===== src/rtl/adder_acc_ctrl.sv =====
// Sequencer for the 8-channel conv3 accumulator adder: issues terms, drives counter, flags sums.
// Optional ACC_CTRL_PERF_EN adds job_cnt/stall_cyc performance counters.
module adder_acc_ctrl #(
    parameter int LAT    = 2,
    parameter int CNT_BW = 7
) (
    input  logic              clk,
    input  logic              rst,
    input  logic              start,
    input  logic [1:0]        mode,
    output logic              start_ready,
    output logic              issue,
    output logic [5:0]        issue_idx,
    output logic [CNT_BW-1:0] counter,
    output logic              acc_valid,
    output logic              out_valid,
    output logic              busy,
    output logic              cfg_err
`ifdef ACC_CTRL_PERF_EN
    ,
    output logic [15:0]       job_cnt,
    output logic [15:0]       stall_cyc
`endif
);

    typedef enum logic {IDLE, ISSUE} state_t;

    state_t     state;
    logic [5:0] n_last;
    logic       accept;
    logic       at_last;

    logic [LAT-1:0] dl_v;
    logic [LAT-1:0] dl_last;
    logic [5:0]     dl_idx [LAT];

    // Index of the final term for a job of the given mode; reserved mode runs as 3 terms.
    function automatic logic [5:0] last_of(input logic [1:0] m);
        case (m)
            2'd1:    last_of = 6'd31;
            2'd2:    last_of = 6'd63;
            default: last_of = 6'd2;
        endcase
    endfunction

    // Jobs are only taken in IDLE or on the final issue cycle, which lets jobs chain with no gap.
    always_comb begin
        at_last     = (state == ISSUE) && (issue_idx == n_last);
        start_ready = (state == IDLE) || at_last;
        accept      = start && start_ready && !rst;
        cfg_err     = accept && (mode == 2'd3);
    end

    // Job FSM: walks issue_idx through the job and reloads on a chained accept.
    always_ff @(posedge clk or posedge rst) begin
        if (rst) begin
            state     <= IDLE;
            issue     <= 1'b0;
            issue_idx <= 6'd0;
            n_last    <= 6'd0;
        end else begin
            case (state)
                IDLE: begin
                    if (accept) begin
                        state     <= ISSUE;
                        issue     <= 1'b1;
                        issue_idx <= 6'd0;
                        n_last    <= last_of(mode);
                    end
                end
                ISSUE: begin
                    if (at_last) begin
                        issue_idx <= 6'd0;
                        if (accept) begin
                            n_last <= last_of(mode);
                        end else begin
                            state <= IDLE;
                            issue <= 1'b0;
                        end
                    end else begin
                        issue_idx <= issue_idx + 6'd1;
                    end
                end
                default: begin
                    state <= IDLE;
                    issue <= 1'b0;
                end
            endcase
        end
    end

    // Delay line matching the conv3 latency; idx is zeroed for empty slots so counter reads 0.
    always_ff @(posedge clk or posedge rst) begin
        if (rst) begin
            dl_v    <= '0;
            dl_last <= '0;
            for (int i = 0; i < LAT; i++) begin
                dl_idx[i] <= 6'd0;
            end
        end else begin
            dl_v[0]    <= issue;
            dl_last[0] <= at_last;
            dl_idx[0]  <= issue ? issue_idx : 6'd0;
            for (int i = 1; i < LAT; i++) begin
                dl_v[i]    <= dl_v[i-1];
                dl_last[i] <= dl_last[i-1];
                dl_idx[i]  <= dl_idx[i-1];
            end
        end
    end

    // Sum is complete the cycle after the job's last term reaches the adder.
    always_ff @(posedge clk or posedge rst) begin
        if (rst) begin
            out_valid <= 1'b0;
        end else begin
            out_valid <= dl_v[LAT-1] && dl_last[LAT-1];
        end
    end

    // Adder-facing view of the delay line output plus the overall activity flag.
    always_comb begin
        acc_valid = dl_v[LAT-1];
        counter   = {{(CNT_BW-6){1'b0}}, dl_idx[LAT-1]};
        busy      = (state != IDLE) || (|dl_v) || out_valid;
    end

`ifdef ACC_CTRL_PERF_EN
    // Saturating counts of finished jobs and of idle gaps after the first job.
    always_ff @(posedge clk or posedge rst) begin
        if (rst) begin
            job_cnt   <= 16'd0;
            stall_cyc <= 16'd0;
        end else begin
            if (out_valid && job_cnt != 16'hFFFF) begin
                job_cnt <= job_cnt + 16'd1;
            end
            if (!busy && state == IDLE && job_cnt != 16'd0
                && stall_cyc != 16'hFFFF) begin
                stall_cyc <= stall_cyc + 16'd1;
            end
        end
    end
`endif

endmodule


===== config.mk =====
export PLATFORM = sky130hd
export DESIGN_NAME = adder_acc_ctrl
export DESIGN_NICKNAME = d
export VERILOG_FILES = /design/src/rtl/adder_acc_ctrl.sv
export SDC_FILE = /design/constraint.sdc
export NUM_CORES = 1
export LEC_CHECK = 0
export BUFFER_PORTS_ARGS = -buffer_cell sky130_fd_sc_hd__buf_2
export CAP_MARGIN = 15
export CORE_AREA = 2 2 53 55
export CTS_BUF_LIST = sky130_fd_sc_hd__clkbuf_8
export CTS_CLUSTER_SIZE = 12
export DETAILED_ROUTE_END_ITERATION = 8
export DIE_AREA = 0 0 55 57
export PLACE_DENSITY = 0.7
export SLEW_MARGIN = 5
export SYNTH_ARGS = -nofsm -noshare
export SYNTH_HDL_FRONTEND = slang
export SYNTH_SLANG_ARGS = --single-unit

===== constraint.sdc =====
create_clock -name clk -period 1.4 [get_ports clk]
set_clock_uncertainty 0.05 [all_clocks]
set_input_delay 0.28 -clock clk [delete_from_list [all_inputs] [get_ports clk]]
set_output_delay 0.28 -clock clk [all_outputs]
set_load 0.01 [all_outputs]

=== Word-level counts from Yosys, hierarchy flattened ===
Index checks and enable logic that the tools add are counted.

* Flip-flop bits (word level): 31
* Output and inout bits: 19

* $add $sub $neg: 1
* Eq/ne operators: 7
* Muxes and demuxes: 15
* Bitwise operators: 1
* Reduce and logical (&&, ||, !) cells: 11

{| class="wikitable"
|+ Operators by type and width
! kind !! count
|-
| $pmux W6 S2 || 3
|-
| $mux W6 || 5
|-
| $add A6 B1 Y6 const B || 1
|-
| $eq A6 B6 Y1 || 1
|-
| $logic_and A1 B1 Y1 || 5
|-
| $mux W1 || 5
|-
| $eq A2 B2 Y1 const B || 2
|-
| $ne A2 B2 Y1 const B || 2
|-
| $pmux W1 S2 || 2
|-
| $logic_or A1 B1 Y1 || 3
|-
| $reduce_and A3 Y1 || 1
|-
| $eq A2 B1 Y1 const B || 1
|-
| $ne A2 B1 Y1 const B || 1
|-
| $reduce_or A2 Y1 || 1
|-
| $logic_not A1 Y1 || 1
|-
| $not A1 Y1 || 1
|}

=== Longest topological paths before layout ===
* Word-level depth: 8
* Mapped depth: 5
* Gate-level depth less buffers: 5

=== Worst setup path before layout ===
Ideal clock, no wire load.

* Path type: flip-flop to output port
* From: register issue_idx[0]
* To: output port cfg_err
* Data arrival time: 1.320 ns
* Required time: 1.070 ns
* Path slack: -0.250 ns
* Cell stages (with the launch flop): 5
* Path buffers: 0
* Cell sequence: dfrtp_1 nor3_2 a22oi_4 o21ai_2 and3_1

* Word-level cells in the longest chain between the ends: 6

{| class="wikitable"
|+ Ends and longest elaborated chain
! element !! RTL line !! text
|-
| start: declaration || 13 || <nowiki>output logic [5:0] issue_idx,</nowiki>
|-
| start signal: assignment || 81 || <nowiki>issue_idx <= issue_idx + 6'd1;</nowiki>
|-
| $eq A6 B6 Y1 || 48 || <nowiki>at_last = (state == ISSUE) && (issue_idx == n_last);</nowiki>
|-
| $logic_and A1 B1 Y1 || 48 ||
|-
| $logic_or A1 B1 Y1 || 49 || <nowiki>start_ready = (state == IDLE) || at_last;</nowiki>
|-
| named net start_ready || 11 || <nowiki>output logic start_ready,</nowiki>
|-
| $logic_and A1 B1 Y1 (2 in a row) || 50 || <nowiki>accept = start && start_ready && !rst;</nowiki>
|-
| $logic_and A1 B1 Y1 || 51 || <nowiki>cfg_err = accept && (mode == 2'd3);</nowiki>
|-
| end: declaration || 18 || <nowiki>output logic cfg_err</nowiki>
|}

The timed path passes the listed nets, and every way through them passes these cells.

=== Final worst setup path ===
* From: register issue_idx[2]
* To: output port cfg_err

* Word-level cells in the longest chain between the ends: 6

{| class="wikitable"
|+ Ends and longest elaborated chain
! element !! RTL line
|-
| $eq A6 B6 Y1 || 48
|-
| $logic_and A1 B1 Y1 || 48
|-
| $logic_or A1 B1 Y1 || 49
|-
| $logic_and A1 B1 Y1 (2 in a row) || 50
|-
| $logic_and A1 B1 Y1 || 51
|}

Every way passes these cells.

==> flow_metrics.py <==
metrics = {
    "run_status": {
        "outcome": "complete, but fails checks",
        "violations": "negative setup slack",
    },
    "clock_tree": {
        "cts_tree": "built",
        "insertion_delay_ps": 260,
        "h-tree-depth": 1,
        "cts_buffer_depth": 2,
        "path_clk_slew_ps": 90,
        "numCtsBuffers": 3,
        "numClockSinks": 28,
        "ctsHoldBuffers": 0,
        "cts-root-buf": "clkbuf_8",
    },
    "timing": {
        "max_freq_ghz": 0.557,
        "setup_tns_ps": -3530,
        "rsz0062_at_grt": "yes",
        "min_period_ps": 1800,
        "finalWorstSetupSlack_ps": -397,
        "finalCritPeriodShare_pct": 128,
        "hold_ws_ps": 19.2,
        "maxSlewViolCount": 0,
        "finalHoldViolCount": 0,
        "setup_viol": 12,
    },
    "grt": {
        "use_met1_pct": 21.8,
        "grt_pass1_vias": 867,
        "grt_use_met2_pct": 27.4,
        "grt_usage_pct": 16.6,
        "grt_max_degree": 29,
        "grt_pass1_wl_um": 3800,
        "overflow": 0,
        "antenna_found_initial": 0,
        "met3_usage_pct": 3.14,
        "busiest_layer": "met2",
    },
    "power_and_ir_drop": {
        "total_power_mw": 2.50,
        "p_per_area_nw_per_um2": 1500,
        "leakage_nw": 0.816,
        "irDropWorstVdd_mv": 1.09,
    },
    "synth": {
        "synth_xor_area_share_pct": 2.92,
        "syn_inst": 105,
        "synth_largest_area_cell": "dfrtp_1",
        "synth_edf_count": 0,
        "yosys_register_bits": 28,
        "synth-main-ff-cell": "dfrtp_1",
        "synthAdderAreaFrac_pct": 3.13,
        "synth_top_family_by_area": "simple AND/OR/NAND/NOR gates",
        "synthSimpleGateAreaFrac_pct": 18.3,
        "synth_top_area_share_pct": 58.3,
        "yosys-top-cells-area": "dfrtp_1 58%, buf_4 4.4%, and2_1 4.2%",
        "async_reset_ff_share_pct": 100,
        "yosys-mux-area-fraction_pct": 0.833,
        "synth-compound-area-share_pct": 10.2,
        "synth_cell_type_count": 35,
        "syn_area_per_cell_um2": 11.4,
        "ys_warn_count": 0,
        "seq_area_frac_synth_pct": 58.3,
        "synthesis.nets": 113,
        "syn_area_um2": 1200,
    },
    "final_layout": {
        "drive_above_1_share_pct": 48.3,
        "post-route-util_pct": 63.6,
        "area_growth_pct": 38.5,
        "nNetsFinal": 158,
        "multi_input_area_um2": 523,
        "n_antenna_cell": 0,
        "ff_latch_area_um2": 704,
        "n_fill_cell": 215,
        "postLayoutCellArea_um2": 1660,
        "stdcell_count": 180,
    },
    "placed_design": {
        "dpl.cell_count": 168,
        "dp_hpwl_um": 1700,
        "place_ws_ps": -120,
        "dpl_cell_area_um2": 1470,
        "place.gp.congestion": 0.880,
        "io_buffers": 22,
    },
    "routing": {
        "vias": 910,
        "wirelength_um": 2470,
        "drcViolationCount": 0,
        "drtIter0Drc": 10,
        "viasPerCell": 5.06,
        "ant_nets": 0,
        "wire_per_inst_um": 13.7,
        "drt-pass1-iter-count": 4,
    },
    "setup_path": {
        "cp.required_ps": 1070,
        "cp-end-kind": "output pin",
        "crit_path_max_fanout": 4,
        "arrival_ps": 1470,
        "path_class": "reg2out",
        "r2r_cells": 9,
        "start_kind": "flop",
        "rrSetupSlack_ps": -350,
    },
    "floorplan": {
        "die_h_um": 57,
        "ios": 24,
        "coreArea_um2": 2620,
        "num_rows": 19,
        "initial_core_util_pct": 45.9,
        "die_width_um": 55,
        "die-area_um2": 3140,
    },
    "worst_hold_path": {
        "min_path_type": "in2async",
    },
    "flow_run": {
        "max_cap_violations": 0,
    },
}
==> worst paths after layout <==
kind / startpoint / endpoint
worst max-delay path: issue_idx[2] / cfg_err
worst max register to register: issue_idx[2] / dl_last[0]
worst min-delay path: rst / n_last[1]
min in group clk: dl_idx[8] / counter[2]
worst min register to register: dl_idx[8] / counter[2]
max in group asynchronous: rst / issue_idx[3]
==> kinds of logic (layout without fill, tap and decap cells) <==
family | Yosys count | after routing
AO/OA/AOI/OAI | 16 | 16
XOR/XNOR | 4 | 4
adder cells (fa/ha/maj) | 3 | 3
buffers and inverters | 12 | 56
flip-flops | 28 | 28
multiplexers | 1 | 1
other | 1 | 1
AND/OR/NAND/NOR | 40 | 40
==> Yosys cell counts (2+ instances only) <==
| library cell | n |
|---|---|
| xnor2_1 | 2 |
| xor2_1 | 2 |
| and3_1 | 2 |
| nor3_2 | 2 |
| o31ai_1 | 2 |
| and2_1 | 8 |
| ha_1 | 3 |
| a21oi_1 | 4 |
| inv_1 | 3 |
| dfrtp_1 | 28 |
| nand2_1 | 10 |
| nor3_1 | 3 |
| nor2_1 | 4 |
| buf_4 | 7 |
| nand3_1 | 5 |
==> flip-flops by register name, indices dropped and copies added (netlist names) <==
register   count
issue          1
n_last         3
dl_last        2
issue_idx      6
dl_v           2
counter        6
dl_idx         6
state          1
out_valid      1
==> report_power, final <==
| group | total, mW | internal [mW] | switching (mW) |
|---|---|---|---|
| sequential | 1.13 | 0.999 | 0.126 |
| combinational | 0.948 | 0.485 | 0.463 |
| clock | 0.429 | 0.196 | 0.233 |
| total | 2.50 | 1.68 | 0.822 |
==> cells in the final DEF (no fill, tap or decap), types with 3 or more instances in the layout <==
cell type / count
inv_1: 4
dfrtp_2: 3
buf_6: 7
a21oi_1: 4
ha_1: 3
and2_1: 8
nand3_1: 5
nor2_1: 3
buf_2: 21
buf_4: 21
nand2_1: 8
clkbuf_8: 3
dfrtp_1: 25
==> cell type report <==
class                   instances  share of cell area [%]
clock buffers                   3                    2.48
clock inverters                 1                   0.226
flip-flops and latches         28                    42.3
well taps                      31                    2.33
repair buffers                 49                    20.5
multi-input cells              65                    31.4
inverters                       3                   0.677
==> critical path: stages, from the launching register on <==
cell and delay (ps):
dfrtp_2 460, nor3_4 200, a22oi_4 120, o21ai_4 140, and3_4 190, buf_6 90
==> timing repair <==
item,in CTS,in global routing
setup endpoints to repair,12,12
pin swaps,5,8
gates resized for setup,8,12
setup buffers,3,7
==> per-layer routing <==
| layer | vias to the layer above | share of wire (%) |
|---|---|---|
| met4 | 0 | 0.40 |
| met2 | 26 | 52 |
| met1 | 444 | 43 |
| met3 | 2 | 4.4 |
| li1 | 438 | - |
| met5 | - | 0 |
Power figures use the tool's default switching activity.
